$ cat config.mk
export PLATFORM = sky130hd
export DESIGN_NAME = dt_pack
export DESIGN_NICKNAME = d
export VERILOG_FILES = /design/src/rtl/dt_pkg.sv /design/src/rtl/dt_pack_shreg.sv /design/src/rtl/dt_pack.sv
export SDC_FILE = /design/constraint.sdc
export NUM_CORES = 1
export LEC_CHECK = 0
export ABC_AREA = 1
export BUFFER_PORTS_ARGS = -buffer_cell sky130_fd_sc_hd__buf_4
export CAP_MARGIN = 20
export CORE_UTILIZATION = 51
export CTS_BUF_LIST = sky130_fd_sc_hd__clkbuf_4
export CTS_CLUSTER_DIAMETER = 120
export DETAILED_ROUTE_END_ITERATION = 16
export GPL_ROUTABILITY_DRIVEN = 1
export PLACE_DENSITY = 0.74
export SYNTH_ARGS = -nofsm -noshare
export SYNTH_HDL_FRONTEND = slang
export SYNTH_SLANG_ARGS = --single-unit
$ cat constraint.sdc
create_clock -name clk -period 1.34 [get_ports clk]
set_input_delay 0.134 -clock clk [delete_from_list [all_inputs] [get_ports clk]]
set_output_delay 0.134 -clock clk [all_outputs]
set_load 0.03 [all_outputs]
$ cat src/rtl/dt_pkg.sv
// Shared constants and state type for the distance-transform result packer.
// Build option DT_PACK_POPCNT_EN adds the fg_count foreground-pixel counter to dt_pack.
package dt_pkg;

  localparam int IMG_W     = 128;
  localparam int IMG_PIX   = 16384;
  localparam int WORD_BITS = 16;
  localparam int WORDS     = 1024;
  localparam int PIX_AW    = 14;
  localparam int WORD_AW   = 10;

  typedef enum logic [1:0] {
    IDLE = 2'd0,
    RUN  = 2'd1,
    FIN  = 2'd2
  } state_t;

endpackage

$ cat src/rtl/dt_pack_shreg.sv
// MSB-first serial-in/parallel-out shifter: the oldest bit ends up in word[15];
// the completed word is captured on the load strobe (16th bit of each word).
module dt_pack_shreg
  import dt_pkg::*;
(
  input  logic                 clk,
  input  logic                 reset,
  input  logic                 shift_en,
  input  logic                 bit_in,
  input  logic                 load,
  output logic [WORD_BITS-1:0] word
);

  // Only 15 bits need to be remembered; the 16th arrives with the load strobe.
  logic [WORD_BITS-2:0] shift_p0;
  logic [WORD_BITS-1:0] next_p0;

  assign next_p0 = {shift_p0, bit_in};

  always_ff @(posedge clk or negedge reset) begin
    if (!reset) begin
      shift_p0 <= '0;
      word     <= '0;
    end else if (shift_en) begin
      shift_p0 <= next_p0[WORD_BITS-2:0];
      if (load) begin
        word <= next_p0;
      end
    end
  end

endmodule

$ cat src/rtl/dt_pack.sv
// Scans the 128x128 byte result RAM, thresholds each pixel to one bit and writes
// MSB-first 16-bit words to the 1024x16 output RAM. Option: DT_PACK_POPCNT_EN (fg_count).
module dt_pack
  import dt_pkg::*;
#(
  parameter logic [7:0] THRESH = 8'd1
) (
  input  logic                 clk,
  input  logic                 reset,
  input  logic                 start,
  output logic                 busy,
  output logic                 done,
  output logic                 res_rd,
  output logic [PIX_AW-1:0]    res_addr,
  input  logic [7:0]           res_di,
  output logic                 sto_wr,
  output logic [WORD_AW-1:0]   sto_addr,
  output logic [WORD_BITS-1:0] sto_do
`ifdef DT_PACK_POPCNT_EN
  ,
  output logic [14:0]          fg_count
`endif
);

  function automatic logic thresh_bit(input logic [7:0] pix);
    return (pix >= THRESH);
  endfunction

  state_t state;
  logic   pix_bit;
  logic   word_end;
  logic   in_run;

  assign pix_bit  = thresh_bit(res_di);
  assign word_end = (res_addr[3:0] == 4'hF);
  assign in_run   = (state == RUN);

  dt_pack_shreg u_shreg (
    .clk      (clk),
    .reset    (reset),
    .shift_en (in_run),
    .bit_in   (pix_bit),
    .load     (in_run & word_end),
    .word     (sto_do)
  );

  always_ff @(posedge clk or negedge reset) begin
    if (!reset) begin
      state    <= IDLE;
      busy     <= 1'b0;
      done     <= 1'b0;
      res_rd   <= 1'b0;
      res_addr <= '0;
      sto_wr   <= 1'b0;
      sto_addr <= '0;
    end else begin
      case (state)
        IDLE: begin
          sto_wr <= 1'b0;
          if (start) begin
            busy     <= 1'b1;
            done     <= 1'b0;
            res_rd   <= 1'b1;
            res_addr <= '0;
            state    <= RUN;
          end
        end
        RUN: begin
          // The counter wraps to 0 naturally after the last pixel.
          res_addr <= res_addr + 14'd1;
          sto_wr   <= word_end;
          if (word_end) begin
            sto_addr <= res_addr[PIX_AW-1:4];
          end
          if (res_addr == 14'(IMG_PIX - 1)) begin
            res_rd <= 1'b0;
            state  <= FIN;
          end
        end
        FIN: begin
          sto_wr <= 1'b0;
          busy   <= 1'b0;
          done   <= 1'b1;
          state  <= IDLE;
        end
        default: begin
          state <= IDLE;
        end
      endcase
    end
  end

`ifdef DT_PACK_POPCNT_EN
  always_ff @(posedge clk or negedge reset) begin
    if (!reset) begin
      fg_count <= '0;
    end else if (state == IDLE && start) begin
      fg_count <= '0;
    end else if (in_run && pix_bit) begin
      fg_count <= fg_count + 15'd1;
    end
  end
`endif

endmodule
==> results by group <==
Worst hold path
  • Worst min path class: in -> reg

Route
  • Detailed-route via count: 2291
  • DRC marker count from the first detailed-route iteration: 118
  • Remaining routing DRC violations: 0
  • Detailed-route wire length: 5.74 mm
  • Wire length per cell: 12.3 um
  • Mean number of vias per cell: 4.93
  • DR pass1 iterations: 5
  • Number of nets with antenna violations after routing: 0

Timing
  • Rel. slew slack: 0.755
  • Setup violators final: 0
  • Number of max-slew violations in the final report: 0
  • Fmax: 753 MHz
  • RSZ-0062 raised after global routing: yes
  • Final sum of negative setup slack: 0 ns
  • Count of endpoints failing hold in the final timing report: 0
  • Slew at the pin closest to its max-slew limit: 0.367 ns
  • Post-route clock skew: 0.0112 ns
  • Final critical path time including I/O delays and setup: 1.33 ns
  • Post-route clock period utilization: 0.991

Floorplan
  • Floorplan core area: 4880 um^2
  • Number of top-level pins: 55
  • Total Die Area: 5500 um^2
  • Std cell rows: 25
  • Starting Density: 0.545
  • Vertical die dimension: 74.2 um
  • Horizontal extent of the die: 74.2 um

Global routing
  • Via count of the first global-routing pass: 1983
  • Sum of overflow across all layers after global routing: 0
  • Global-route wire length before repair: 9.09 mm
  • Number of antenna violations at the first check in global routing: 0
  • Total routing usage reported by global routing: 0.227
  • Maximum number of pins on one net before global-route repair: 36

Cells and area
  • Syn-to-layout area delta: 33.0%
  • Number of diodes: 0
  • Number of non-filler instances in the completed layout: 465
  • Proportion of layout cells with a drive suffix above 1: 0.307
  • Final-stage net count: 406

Status
  • Run status: finished, final reports clean

Synth
  • Sequential area share after synthesis: 0.574
  • Count of flip-flops with a built-in enable after synthesis: 0
  • Distinct cell type count after synthesis: 22
  • Ys flop type: sky130_fd_sc_hd__dfrtp_1
  • Synthesis warning total: 0
  • Area share of the leading cell type in the synthesized netlist: 0.574
  • Most numerous cell types in the synthesized netlist: sky130_fd_sc_hd__nand2_1 (140), sky130_fd_sc_hd__dfrtp_1 (61), sky130_fd_sc_hd__nor2_1 (25), sky130_fd_sc_hd__inv_1 (21)
  • Syn Inst Count: 312
  • Cell accounting for the most synthesized area: sky130_fd_sc_hd__dfrtp_1
  • Total of flip-flops plus latches after synthesis: 61
  • Combined area of all synthesized cells: 2660 um^2
  • Async set-reset flop share out of synthesis: 1.00
  • Mean instance size in the synthesized netlist: 8.52 um^2
  • Main area contributors after synthesis: sky130_fd_sc_hd__dfrtp_1 (57%), sky130_fd_sc_hd__nand2_1 (20%), sky130_fd_sc_hd__nor2_1 (3.5%), sky130_fd_sc_hd__inv_1 (3.0%), sky130_fd_sc_hd__o21ai_2 (2.3%)
  • Synthesized Nets: 325
  • Cell with the most instances after synthesis: sky130_fd_sc_hd__nand2_1

CTS
  • Worst-skew pair later-pin latency: 0.40 ns
  • Clock buffers created by TritonCTS: 9
  • Number of buffers on the longest clock path: 2
  • Clock root buffer: sky130_fd_sc_hd__clkbuf_4
  • Clock sink total: 61
  • Clock tree from TritonCTS: built
  • Clock-pin slew on the worst setup and hold paths: 0.10 ns
  • Number of H-tree levels: 3

Power and ir drop
  • Part of the power in registers: 0.545
  • Leakage power total: 0.00178 uW
  • Clock network fraction of total power: 0.431
  • Switching fraction of total power: 0.217
  • VDD IR max: 592 uV
  • Combinational power share: 0.025
  • Internal power of the cells: 2650 uW
  • Power dissipated by switching net loads: 736 uW
  • Cell area power density: 958 nW/um^2

Critical path
  • Worst path bufs/invs: 2
  • Most common cell on crit path: sky130_fd_sc_hd__buf_12
  • Nature of the critical path endpoint: flip-flop
  • Cell breakdown of the critical path: ha_4 -> nand3_4 -> nor2_4 -> buf_12 -> buf_12 -> a21oi_2 -> nor2_1
  • Top cell family by delay on the critical path: flip-flops
  • Library cell contributing the largest single delay on the critical path: sky130_fd_sc_hd__dfrtp_2
  • Setup CP Type: reg -> reg
  • Critical Path Start Type: flip-flop
  • Delay contributed by the slowest stage of the critical path: 0.48 ns
  • Worst path required time: 1.64 ns
  • Worst path arrival time: 1.62 ns
  • CP Max Fanout: 15

Placed design
  • Inst Count DP: 441
  • Buffers added on ports: 54
  • Post-detailed-placement half-perimeter wirelength: 3.86 mm
  • RD Place Congestion: 0.839

Job
  • Maximum Capacitance Violations: 0
==> per-layer routing <==
layer	vias to the layer above	wire length (um)	global-route usage
met1	1072	2660	0.311
li1	1143	-	-
met4	0	135	0.132
met5	-	0	0
met2	65	2700	0.335
met3	11	250	0.0474
==> cells by family (layout without fill, tap and decap cells) <==
| group | after synthesis | count (layout) | synth area share |
|---|---|---|---|
| and+or+nand+nor | 186 | 186 | 0.281 |
| DFF | 61 | 61 | 0.574 |
| buffers and inverters | 31 | 117 | 0.0593 |
| AOI/OAI and AO/OA | 32 | 32 | 0.0758 |
| adders and majority gates | 2 | 2 | 0.00941 |
==> worst paths after layout <==
kind	start	endpoint	slack (ns)	cells past startpoint
worst max-delay path	res_addr[0]$_DFFE_PN0P_	res_addr[8]$_DFFE_PN0P_	0.01	7
worst min-delay path	start	res_rd$_DFFE_PN0P_	0.03	3
worst max register to register	res_addr[0]$_DFFE_PN0P_	res_addr[8]$_DFFE_PN0P_	0.01	7
worst min register to register	sto_addr[3]$_DFFE_PN0P_	sto_addr[3]$_DFFE_PN0P_	0.48	2
max in group asynchronous	reset	sto_addr[6]$_DFFE_PN0P_	0.71	3
min in group asynchronous	reset	sto_addr[1]$_DFFE_PN0P_	0.19	2
==> worst register-to-register path: cells and delay by family, from the launching register on <==
| family | cells | cell delay (ns) |
|---|---|---|
| flops | 1 | 0.48 |
| fa+ha+maj | 1 | 0.19 |
| compound gates | 1 | 0.11 |
| buf+inv | 2 | 0.27 |
| simple gates | 3 | 0.19 |
==> timing repair <==
item,4_1_cts,5_1_grt
setup endpoints to repair,10,37
hold endpoints to repair,61,0
cloned,0,1
hold buffers,1,0
buffers inserted,1,5
gates resized for setup,3,11
pin swaps,0,2
==> per-stage QoR <==
step / setup WS (ns) / total power, uW / utilization / area, um^2 / hold slack [ns]
after detailed placement: -0.0327 / 1960 / 0.666 / 3250 / 0.0753
after global placement: -0.00421 / 1960 / 0.666 / 3250 / 0.0754
final: 0.0117 / 3390 / 0.724 / 3530 / 0.0323
after global routing: -0.0155 / 3500 / 0.724 / 3530 / 0.0377
after CTS: 0.00830 / 3420 / 0.704 / 3440 / 0.0137
after floorplan: -0.0339 / 1890 / - / 2700 / -0.162
==> cell usage in the layout (no fill, tap or decap), drive strengths merged <==
cell type,count
nor2,30
a31oi,1
nand2,141
nand4,4
dlygate4sd3,1
clkinvlp,3
a21oi,10
dfrtp,61
nand3,11
buf,77
ha,2
clkbuf,10
o21ai,20
a21o,1
clkinv,2
inv,22
bufinv,2
==> sequential cells by signal, summed over array words and instances (netlist names) <==
| name | flops |
|---|---|
| busy | 1 |
| done | 1 |
| res_addr | 14 |
| res_rd | 1 |
| state | 2 |
| sto_addr | 10 |
| sto_wr | 1 |
| u_shreg.shift_p0 | 15 |
| u_shreg.word | 16 |
==> final cells by class <==
type	count	area [um^2]
well taps	67	83.8
inverters	22	95.1
clock inverters	6	87.6
clock buffers	10	75.1
multi-input cells	220	1020
repair inverters	1	11.3
repair buffers	78	626
flip-flops and latches	61	1530
fillers	407	1350
==> power by group through the flow <==
stage               clock [uW]  combinational [uW]  sequential, uW
global route              1560                94.9            1850
finish                    1460                83.5            1840
global placement             0                83.2            1880
floorplan                    0                5.78            1880
CTS                       1490                86.6            1840
detailed placement           0                83.8            1880
No activity file was read; power rests on OpenSTA's default activity.
